<file path="config.mk">
export PLATFORM = sky130hd
export DESIGN_NAME = instr_encoder
export DESIGN_NICKNAME = d
export VERILOG_FILES = /design/src/rtl/instr_encoder.sv
export SDC_FILE = /design/constraint.sdc
export NUM_CORES = 1
export LEC_CHECK = 0
export CORE_MARGIN = 4
export CORE_UTILIZATION = 47
export DETAILED_ROUTE_END_ITERATION = 8
export PLACE_DENSITY = 0.86
export SLEW_MARGIN = 20
export SYNTH_ARGS = -nofsm -noshare
export SYNTH_HDL_FRONTEND = slang
export SYNTH_SLANG_ARGS = --single-unit
</file>
<file path="constraint.sdc">
create_clock -name clk -period 3.35 [get_ports clk]
set_clock_uncertainty 0.1 [all_clocks]
set_input_delay 0.67 -clock clk [delete_from_list [all_inputs] [get_ports clk]]
set_output_delay 0.67 -clock clk [all_outputs]
set_load 0.1 [all_outputs]
</file>
<file path="src/rtl/instr_encoder.sv">
// MIPS instruction encoder and instruction-memory loader: packs one operation
// descriptor per handshake into a 32-bit word and streams it into memory.
module instr_encoder #(
    parameter int ADDR_W    = 8,
    parameter int BASE_ADDR = 0
) (
    input  logic              clk,
    input  logic              rstn,
    input  logic              start,
    input  logic              in_valid,
    output logic              in_ready,
    input  logic [4:0]        in_op,
    input  logic [4:0]        in_rs,
    input  logic [4:0]        in_rt,
    input  logic [4:0]        in_rd,
    input  logic [4:0]        in_shamt,
    input  logic [15:0]       in_imm,
    input  logic [25:0]       in_target,
    input  logic              in_last,
    input  logic              im_busy,
    output logic              im_we,
    output logic [ADDR_W-1:0] im_addr,
    output logic [31:0]       im_wdata,
    output logic [ADDR_W:0]   wr_count,
    output logic              done,
    output logic              err_illegal,
    output logic              err_overflow
);

    typedef enum logic [1:0] {S_IDLE, S_RUN, S_DONE} state_t;

    typedef enum logic [4:0] {
        OP_ADD  = 5'd0,  OP_SUB  = 5'd1,  OP_AND  = 5'd2,  OP_OR   = 5'd3,
        OP_SLT  = 5'd4,  OP_SLTU = 5'd5,  OP_ADDU = 5'd6,  OP_SUBU = 5'd7,
        OP_SLL  = 5'd8,  OP_NOR  = 5'd9,  OP_ADDI = 5'd10, OP_ORI  = 5'd11,
        OP_LW   = 5'd12, OP_SW   = 5'd13, OP_BEQ  = 5'd14, OP_LUI  = 5'd15,
        OP_SLTI = 5'd16, OP_J    = 5'd17
    } op_e;

    localparam logic [ADDR_W-1:0] BASE = ADDR_W'(BASE_ADDR);
    localparam logic [ADDR_W-1:0] TOP  = '1;

    state_t              state_q, state_d;
    logic                ov_q, ov_d;
    logic [31:0]         word_q, word_d;
    logic                last_q, last_d;
    logic [ADDR_W-1:0]   addr_q, addr_d;
    logic [ADDR_W:0]     cnt_q, cnt_d;
    logic                full_q, full_d;
    logic                pend_q, pend_d;
    logic                eill_q, eill_d;
    logic                eovf_q, eovf_d;

    logic                enc_legal;
    logic [31:0]         enc_word;
    logic                accept, write, start_go, past_top;
    logic                load, ill_hit, ovf_hit;

    function automatic logic [31:0] r_word(input logic [4:0] rs, input logic [4:0] rt,
                                           input logic [4:0] rd, input logic [4:0] sh,
                                           input logic [5:0] fn);
        return {6'h00, rs, rt, rd, sh, fn};
    endfunction

    function automatic logic [31:0] i_word(input logic [5:0] op, input logic [4:0] rs,
                                           input logic [4:0] rt, input logic [15:0] imm);
        return {op, rs, rt, imm};
    endfunction

    // NOTE: every combinational output gets a default first so no path infers a latch.
    always_comb begin
        enc_legal = 1'b1;
        enc_word  = '0;
        case (in_op)
            OP_ADD:  enc_word = r_word(in_rs, in_rt, in_rd, 5'd0, 6'h20);
            OP_ADDU: enc_word = r_word(in_rs, in_rt, in_rd, 5'd0, 6'h21);
            OP_SUB:  enc_word = r_word(in_rs, in_rt, in_rd, 5'd0, 6'h22);
            OP_SUBU: enc_word = r_word(in_rs, in_rt, in_rd, 5'd0, 6'h23);
            OP_AND:  enc_word = r_word(in_rs, in_rt, in_rd, 5'd0, 6'h24);
            OP_OR:   enc_word = r_word(in_rs, in_rt, in_rd, 5'd0, 6'h25);
            OP_NOR:  enc_word = r_word(in_rs, in_rt, in_rd, 5'd0, 6'h27);
            OP_SLT:  enc_word = r_word(in_rs, in_rt, in_rd, 5'd0, 6'h2A);
            OP_SLTU: enc_word = r_word(in_rs, in_rt, in_rd, 5'd0, 6'h2B);
            OP_SLL:  enc_word = r_word(5'd0, in_rt, in_rd, in_shamt, 6'h00);
            OP_ADDI: enc_word = i_word(6'h08, in_rs, in_rt, in_imm);
            OP_SLTI: enc_word = i_word(6'h0A, in_rs, in_rt, in_imm);
            OP_ORI:  enc_word = i_word(6'h0D, in_rs, in_rt, in_imm);
            OP_LUI:  enc_word = i_word(6'h0F, 5'd0, in_rt, in_imm);
            OP_LW:   enc_word = i_word(6'h23, in_rs, in_rt, in_imm);
            OP_SW:   enc_word = i_word(6'h2B, in_rs, in_rt, in_imm);
            OP_BEQ:  enc_word = i_word(6'h04, in_rs, in_rt, in_imm);
            OP_J:    enc_word = {6'h02, in_target};
            default: enc_legal = 1'b0;
        endcase
    end

    // The word in ov always belongs at addr_q, so ov holding the top address
    // means memory is already spoken for.
    assign accept   = in_valid & in_ready;
    assign write    = ov_q & ~im_busy;
    assign start_go = start & (state_q != S_RUN);
    assign past_top = full_q | (ov_q & (addr_q == TOP));
    assign load     = accept & enc_legal & ~past_top;
    assign ill_hit  = accept & ~enc_legal;
    assign ovf_hit  = accept & enc_legal & past_top;

    // State register
    // NOTE: sequential state uses non-blocking assignments so all registers update together.
    always_ff @(posedge clk or negedge rstn) begin
        if (!rstn) state_q <= S_IDLE;
        else       state_q <= state_d;
    end

    // Next-state logic
    always_comb begin
        state_d = state_q;
        case (state_q)
            S_IDLE: if (start) state_d = S_RUN;
            S_RUN: begin
                if (ovf_hit)
                    state_d = S_DONE;
                else if (write && last_q)
                    state_d = S_DONE;
                else if ((pend_q || (ill_hit && in_last)) && (!ov_q || write))
                    state_d = S_DONE;
            end
            S_DONE: if (start) state_d = S_RUN;
            default: state_d = S_IDLE;
        endcase
    end

    // Output logic
    always_comb begin
        in_ready = (state_q == S_RUN) & (~ov_q | ~im_busy);
        done     = (state_q == S_DONE);
    end

    // Datapath next-state; start has priority so a new program always begins at BASE.
    always_comb begin
        ov_d   = load | (ov_q & ~write);
        word_d = load ? enc_word : word_q;
        last_d = load ? in_last  : last_q;
        addr_d = addr_q;
        cnt_d  = cnt_q;
        full_d = full_q;
        eill_d = eill_q | ill_hit;
        eovf_d = eovf_q | ovf_hit;
        pend_d = (state_d == S_RUN) & (pend_q | (ill_hit & in_last));
        if (write) begin
            addr_d = addr_q + ADDR_W'(1);
            cnt_d  = cnt_q + (ADDR_W+1)'(1);
            if (addr_q == TOP) full_d = 1'b1;
        end
        if (start_go) begin
            addr_d = BASE;
            cnt_d  = '0;
            full_d = 1'b0;
            eill_d = 1'b0;
            eovf_d = 1'b0;
            pend_d = 1'b0;
        end
    end

    always_ff @(posedge clk or negedge rstn) begin
        if (!rstn) begin
            ov_q   <= 1'b0;
            word_q <= '0;
            last_q <= 1'b0;
            addr_q <= BASE;
            cnt_q  <= '0;
            full_q <= 1'b0;
            pend_q <= 1'b0;
            eill_q <= 1'b0;
            eovf_q <= 1'b0;
        end else begin
            ov_q   <= ov_d;
            word_q <= word_d;
            last_q <= last_d;
            addr_q <= addr_d;
            cnt_q  <= cnt_d;
            full_q <= full_d;
            pend_q <= pend_d;
            eill_q <= eill_d;
            eovf_q <= eovf_d;
        end
    end

    // im_we comes straight from the async-reset valid bit, so reset kills a write at once.
    assign im_we        = write;
    assign im_addr      = addr_q;
    assign im_wdata     = word_q;
    assign wr_count     = cnt_q;
    assign err_illegal  = eill_q;
    assign err_overflow = eovf_q;

endmodule

</file>
==> flow_summary.ini <==
[timing]
maxSlewViolCount = 0
timing.fmax_mhz = 373
slew_headroom_pct = 33.5
rsz_0062_raised_after_global_routing = false
setup_violating_endpoint_count_in_the_final_report = 0
finalCriticalPeriod_ns = 2.68
final_min_period_over_clock_period_pct = 80.1
setup-tns-final_ns = 0
tightest_slew_ns = 0.996
hold_viol_final = 0

[detailed_routing]
vias_per_cell = 5.69
detail_route.drc_violations = 0
routed_wirelength_mm = 8.58
route.vias.total = 2947
dr.pass1.iters = 4
first_iter_violations = 135
antenna_left = 0
post_drt_wl_per_cell_um = 16.6

[die]
effective_utilization_at_floorplan_pct = 49.0
die_area_sq_mm = 0.00807
rows = 29
floorplan.die.width_um = 89.9
core_sq_mm = 0.00642
chipHeight_um = 89.9
io_pins = 127

[cts]
cts_max_level = 2
cts-hold-fix-buffers = 0
cts_bufs_inserted = 5
clkLatencyLatePin_ns = 0.31
post-cts-setup-buffer-count = 0
postCtsResizedCells = 0
number_of_sinks_driven_by_the_clock_tree = 56
clkSlewWorstSetupHoldPaths_ns = 0.10
clock_root_buffer_master = sky130_fd_sc_hd__clkbuf_8
cts_tree = built
clk_path_buf_depth = 2

[logic_synthesis]
synth-seq-area-share_pct = 44.5
avgSynthCellArea_sq_um = 9.87
postSynth.topFlopCell = sky130_fd_sc_hd__dfrtp_1
synth_area_sq_mm = 0.00315
yosys.area.top_type_share_pct = 44.5
syn_nets = 394
ys_async_sr_fraction_pct = 100
ys_seq_elements = 56
synth.largest_area_cell = sky130_fd_sc_hd__dfrtp_1
ys.warnings.count = 0
synth_edf_count = 0
netlist_instances = 319
synth_cell_types = 58
synth.top_cells.by_area = sky130_fd_sc_hd__dfrtp_1 44%, sky130_fd_sc_hd__mux2_1 6.1%, sky130_fd_sc_hd__o21ai_0 3.3%

[critical_path]
worst_setup_path_start_kind = primary input
worst_ep_arrival_time_ns = 2.77
max_stage_delay_ns = 0.59
worst-path-max-fanout = 22
cp_top_family = simple AND/OR/NAND/NOR gates
critical_path.slowest_cell = sky130_fd_sc_hd__or4b_4
worst_setup_ep_type = flip-flop
path_class = in -> reg
cp_cell_sequence = clkdlybuf4s50_1 -> o31a_1 -> or4b_4 -> nor2_4 -> buf_12 -> mux2_1
reg2reg_slack_ns = 0.86
regToRegStartpoint = im_addr[0]
req_time_crit_path_ns = 3.44
worst_r2r_path_cells = 6
worstReg2RegEnd = im_wdata[10]
cp.buffers_inverters = 2
cp.depth = 6

[placed_design]
dpl_cell_area_sq_mm = 0.00439
io_buffers = 125
gpl.final_weighted_congestion = 0.871
hpwl_mm = 6.67

[outcome]
outcome = complete, no violations

[grt]
grt_pass1_vias = 3051
maximum_number_of_pins_on_one_net_before_global_route_repair = 50
overflow_left_after_global_routing = 0
global_route_wire_length_before_repair_mm = 14.2
globalRouteTotalUtil_pct = 21.2
antenna_found_initial = 0

[final_layout]
final_layout_size_suffix_gt1_share_pct = 19.0
finish.net_count = 516
finalInstanceArea_sq_mm = 0.00449
antenna-diode-count = 0
syn_to_final_growth_pct = 42.5
fillers = 514

[pwr]
vdd_ir_drop_max_mv = 0.688
leakage_power_figure_nw = 2.04
pwr_density_cell_mw_per_mm2 = 860

[flow_run]
maxCapViolations = 0

[hold_path]
timing.hold.worst.class = in -> async
==> kinds of logic (layout without fill, tap and decap cells) <==
logic type / after synthesis / count (layout) / synth area share (%)
adder cells (fa/ha/maj): 2 / 2 / 0.794
XOR/XNOR: 14 / 14 / 3.89
multiplexers: 24 / 24 / 8.42
flip-flops: 56 / 56 / 44.5
AO/OA/AOI/OAI: 91 / 91 / 20.1
AND/OR/NAND/NOR: 101 / 101 / 18.0
other: 1 / 1 / 0.119
buffers and inverters: 30 / 152 / 4.17
==> where the power goes <==
part	internal [mW]	total, mW	switching [mW]	leakage (nW)
combinational	0.578	2.45	1.87	1.25
sequential	0.883	1.02	0.140	0.741
clock	0.185	0.393	0.208	0.0503
total	1.65	3.86	2.22	2.04
==> metrics by stage <==
stage                     utilization [%]  power, mW  cells  worst slack, ns  hold slack [ns]
after floorplan                         -       2.86    319            0.425            0.274
after global placement               68.3       3.46    511            0.378            0.371
after detailed placement             68.3       3.49    511            0.317            0.381
after CTS                            69.8       3.89    518            0.657            0.408
after global routing                 69.9       4.02    518            0.615            0.312
final                                69.9       3.86    518            0.666            0.265
==> sequential cells by signal, summed over array words and instances (netlist names), 2 cells and up <==
| register | count |
|---|---|
| im_wdata | 31 |
| wr_count | 9 |
| im_addr | 8 |
| state_q | 2 |
==> per-layer routing <==
layer	vias to the layer above	part of all wire (%)	GRT usage, %	wire length (um)
li1	1408	-	-	-
met1	1416	39	24.0	3370
met2	111	50	38.2	4320
met3	12	8.6	6.93	736
met4	0	1.8	6.25	151
met5	-	0	0	0
==> cell usage in the layout, fill, tap and decap left out, types with 2 or more instances in the layout <==
master,netlist,layout
sky130_fd_sc_hd__nor4bb_1,2,2
sky130_fd_sc_hd__nor3b_1,5,5
sky130_fd_sc_hd__mux2i_1,4,4
sky130_fd_sc_hd__clkdlybuf4s50_1,0,71
sky130_fd_sc_hd__buf_4,1,64
sky130_fd_sc_hd__ha_1,2,2
sky130_fd_sc_hd__o221ai_1,5,5
sky130_fd_sc_hd__and3_1,6,6
sky130_fd_sc_hd__nand2_1,21,21
sky130_fd_sc_hd__nor2b_1,9,9
sky130_fd_sc_hd__o21a_1,2,2
sky130_fd_sc_hd__nand2b_1,5,5
sky130_fd_sc_hd__a22oi_1,11,11
sky130_fd_sc_hd__o21ai_0,21,21
sky130_fd_sc_hd__o31ai_1,5,5
sky130_fd_sc_hd__o2bb2ai_1,6,6
sky130_fd_sc_hd__buf_12,0,3
sky130_fd_sc_hd__nand3b_1,3,3
sky130_fd_sc_hd__a21oi_1,12,12
sky130_fd_sc_hd__o21bai_1,4,4
sky130_fd_sc_hd__and2_1,3,3
sky130_fd_sc_hd__xnor2_1,4,4
sky130_fd_sc_hd__nor2_1,24,24
sky130_fd_sc_hd__nor3_1,4,4
sky130_fd_sc_hd__mux2_1,17,17
sky130_fd_sc_hd__inv_1,7,7
sky130_fd_sc_hd__a21o_1,2,2
sky130_fd_sc_hd__xor2_1,10,10
sky130_fd_sc_hd__clkbuf_8,0,7
sky130_fd_sc_hd__dfrtp_1,56,56
sky130_fd_sc_hd__mux2_2,3,3
sky130_fd_sc_hd__a31oi_1,3,3
sky130_fd_sc_hd__nand4_1,8,8
sky130_fd_sc_hd__a2bb2oi_1,2,2
sky130_fd_sc_hd__a22o_1,7,7
==> Yosys cell counts, types with 2 or more instances <==
master                       n
sky130_fd_sc_hd__o2bb2ai_1   6
sky130_fd_sc_hd__nor3b_1     5
sky130_fd_sc_hd__buf_6       2
sky130_fd_sc_hd__inv_1       7
sky130_fd_sc_hd__nor2b_1     9
sky130_fd_sc_hd__a31oi_1     3
sky130_fd_sc_hd__o21a_1      2
sky130_fd_sc_hd__and2_1      3
sky130_fd_sc_hd__nand2_1    21
sky130_fd_sc_hd__clkbuf_1   19
sky130_fd_sc_hd__mux2i_1     4
sky130_fd_sc_hd__and3_1      6
sky130_fd_sc_hd__nand2b_1    5
sky130_fd_sc_hd__nand4_1     8
sky130_fd_sc_hd__xor2_1     10
sky130_fd_sc_hd__dfrtp_1    56
sky130_fd_sc_hd__mux2_2      3
sky130_fd_sc_hd__a21oi_1    12
sky130_fd_sc_hd__a22o_1      7
sky130_fd_sc_hd__o21bai_1    4
sky130_fd_sc_hd__nor2_1     24
sky130_fd_sc_hd__a21o_1      2
sky130_fd_sc_hd__ha_1        2
sky130_fd_sc_hd__nand3b_1    3
sky130_fd_sc_hd__o221ai_1    5
sky130_fd_sc_hd__xnor2_1     4
sky130_fd_sc_hd__a22oi_1    11
sky130_fd_sc_hd__o31ai_1     5
sky130_fd_sc_hd__a2bb2oi_1   2
sky130_fd_sc_hd__o21ai_0    21
sky130_fd_sc_hd__mux2_1     17
sky130_fd_sc_hd__nor3_1      4
sky130_fd_sc_hd__nor4bb_1    2
==> worst register-to-register path, stage by stage (launching register included) <==
cell and delay [ns]:
sky130_fd_sc_hd__dfrtp_1 0.42, sky130_fd_sc_hd__ha_1 0.27, sky130_fd_sc_hd__nand4_1 0.16, sky130_fd_sc_hd__o21bai_1 0.81
sky130_fd_sc_hd__nor2_4 0.08, sky130_fd_sc_hd__buf_12 0.20, sky130_fd_sc_hd__mux2_1 0.33
==> area by class of cell <==
cell class                      instances  area (sq um)  area share [%]
Multi-Input combinational cell        233          1620            36.0
Sequential cell                        56          1400            31.2
Timing Repair Buffer                  138          1250            27.9
Clock buffer                            7          96.3            2.15
Tap cell                               77          96.3            2.15
Inverter                                7          26.3           0.585
==> worst max path at each step <==
stage / from / end
2_1_floorplan: im_busy / in_ready
3_5_place_dp: in_op[1] / im_wdata[10]
3_3_place_gp: in_op[1] / im_wdata[21]
6_report: in_op[1] / im_wdata[10]
4_1_cts: in_op[1] / im_wdata[10]
5_1_grt: in_op[1] / im_wdata[3]
Power figures use the tool's default switching activity.
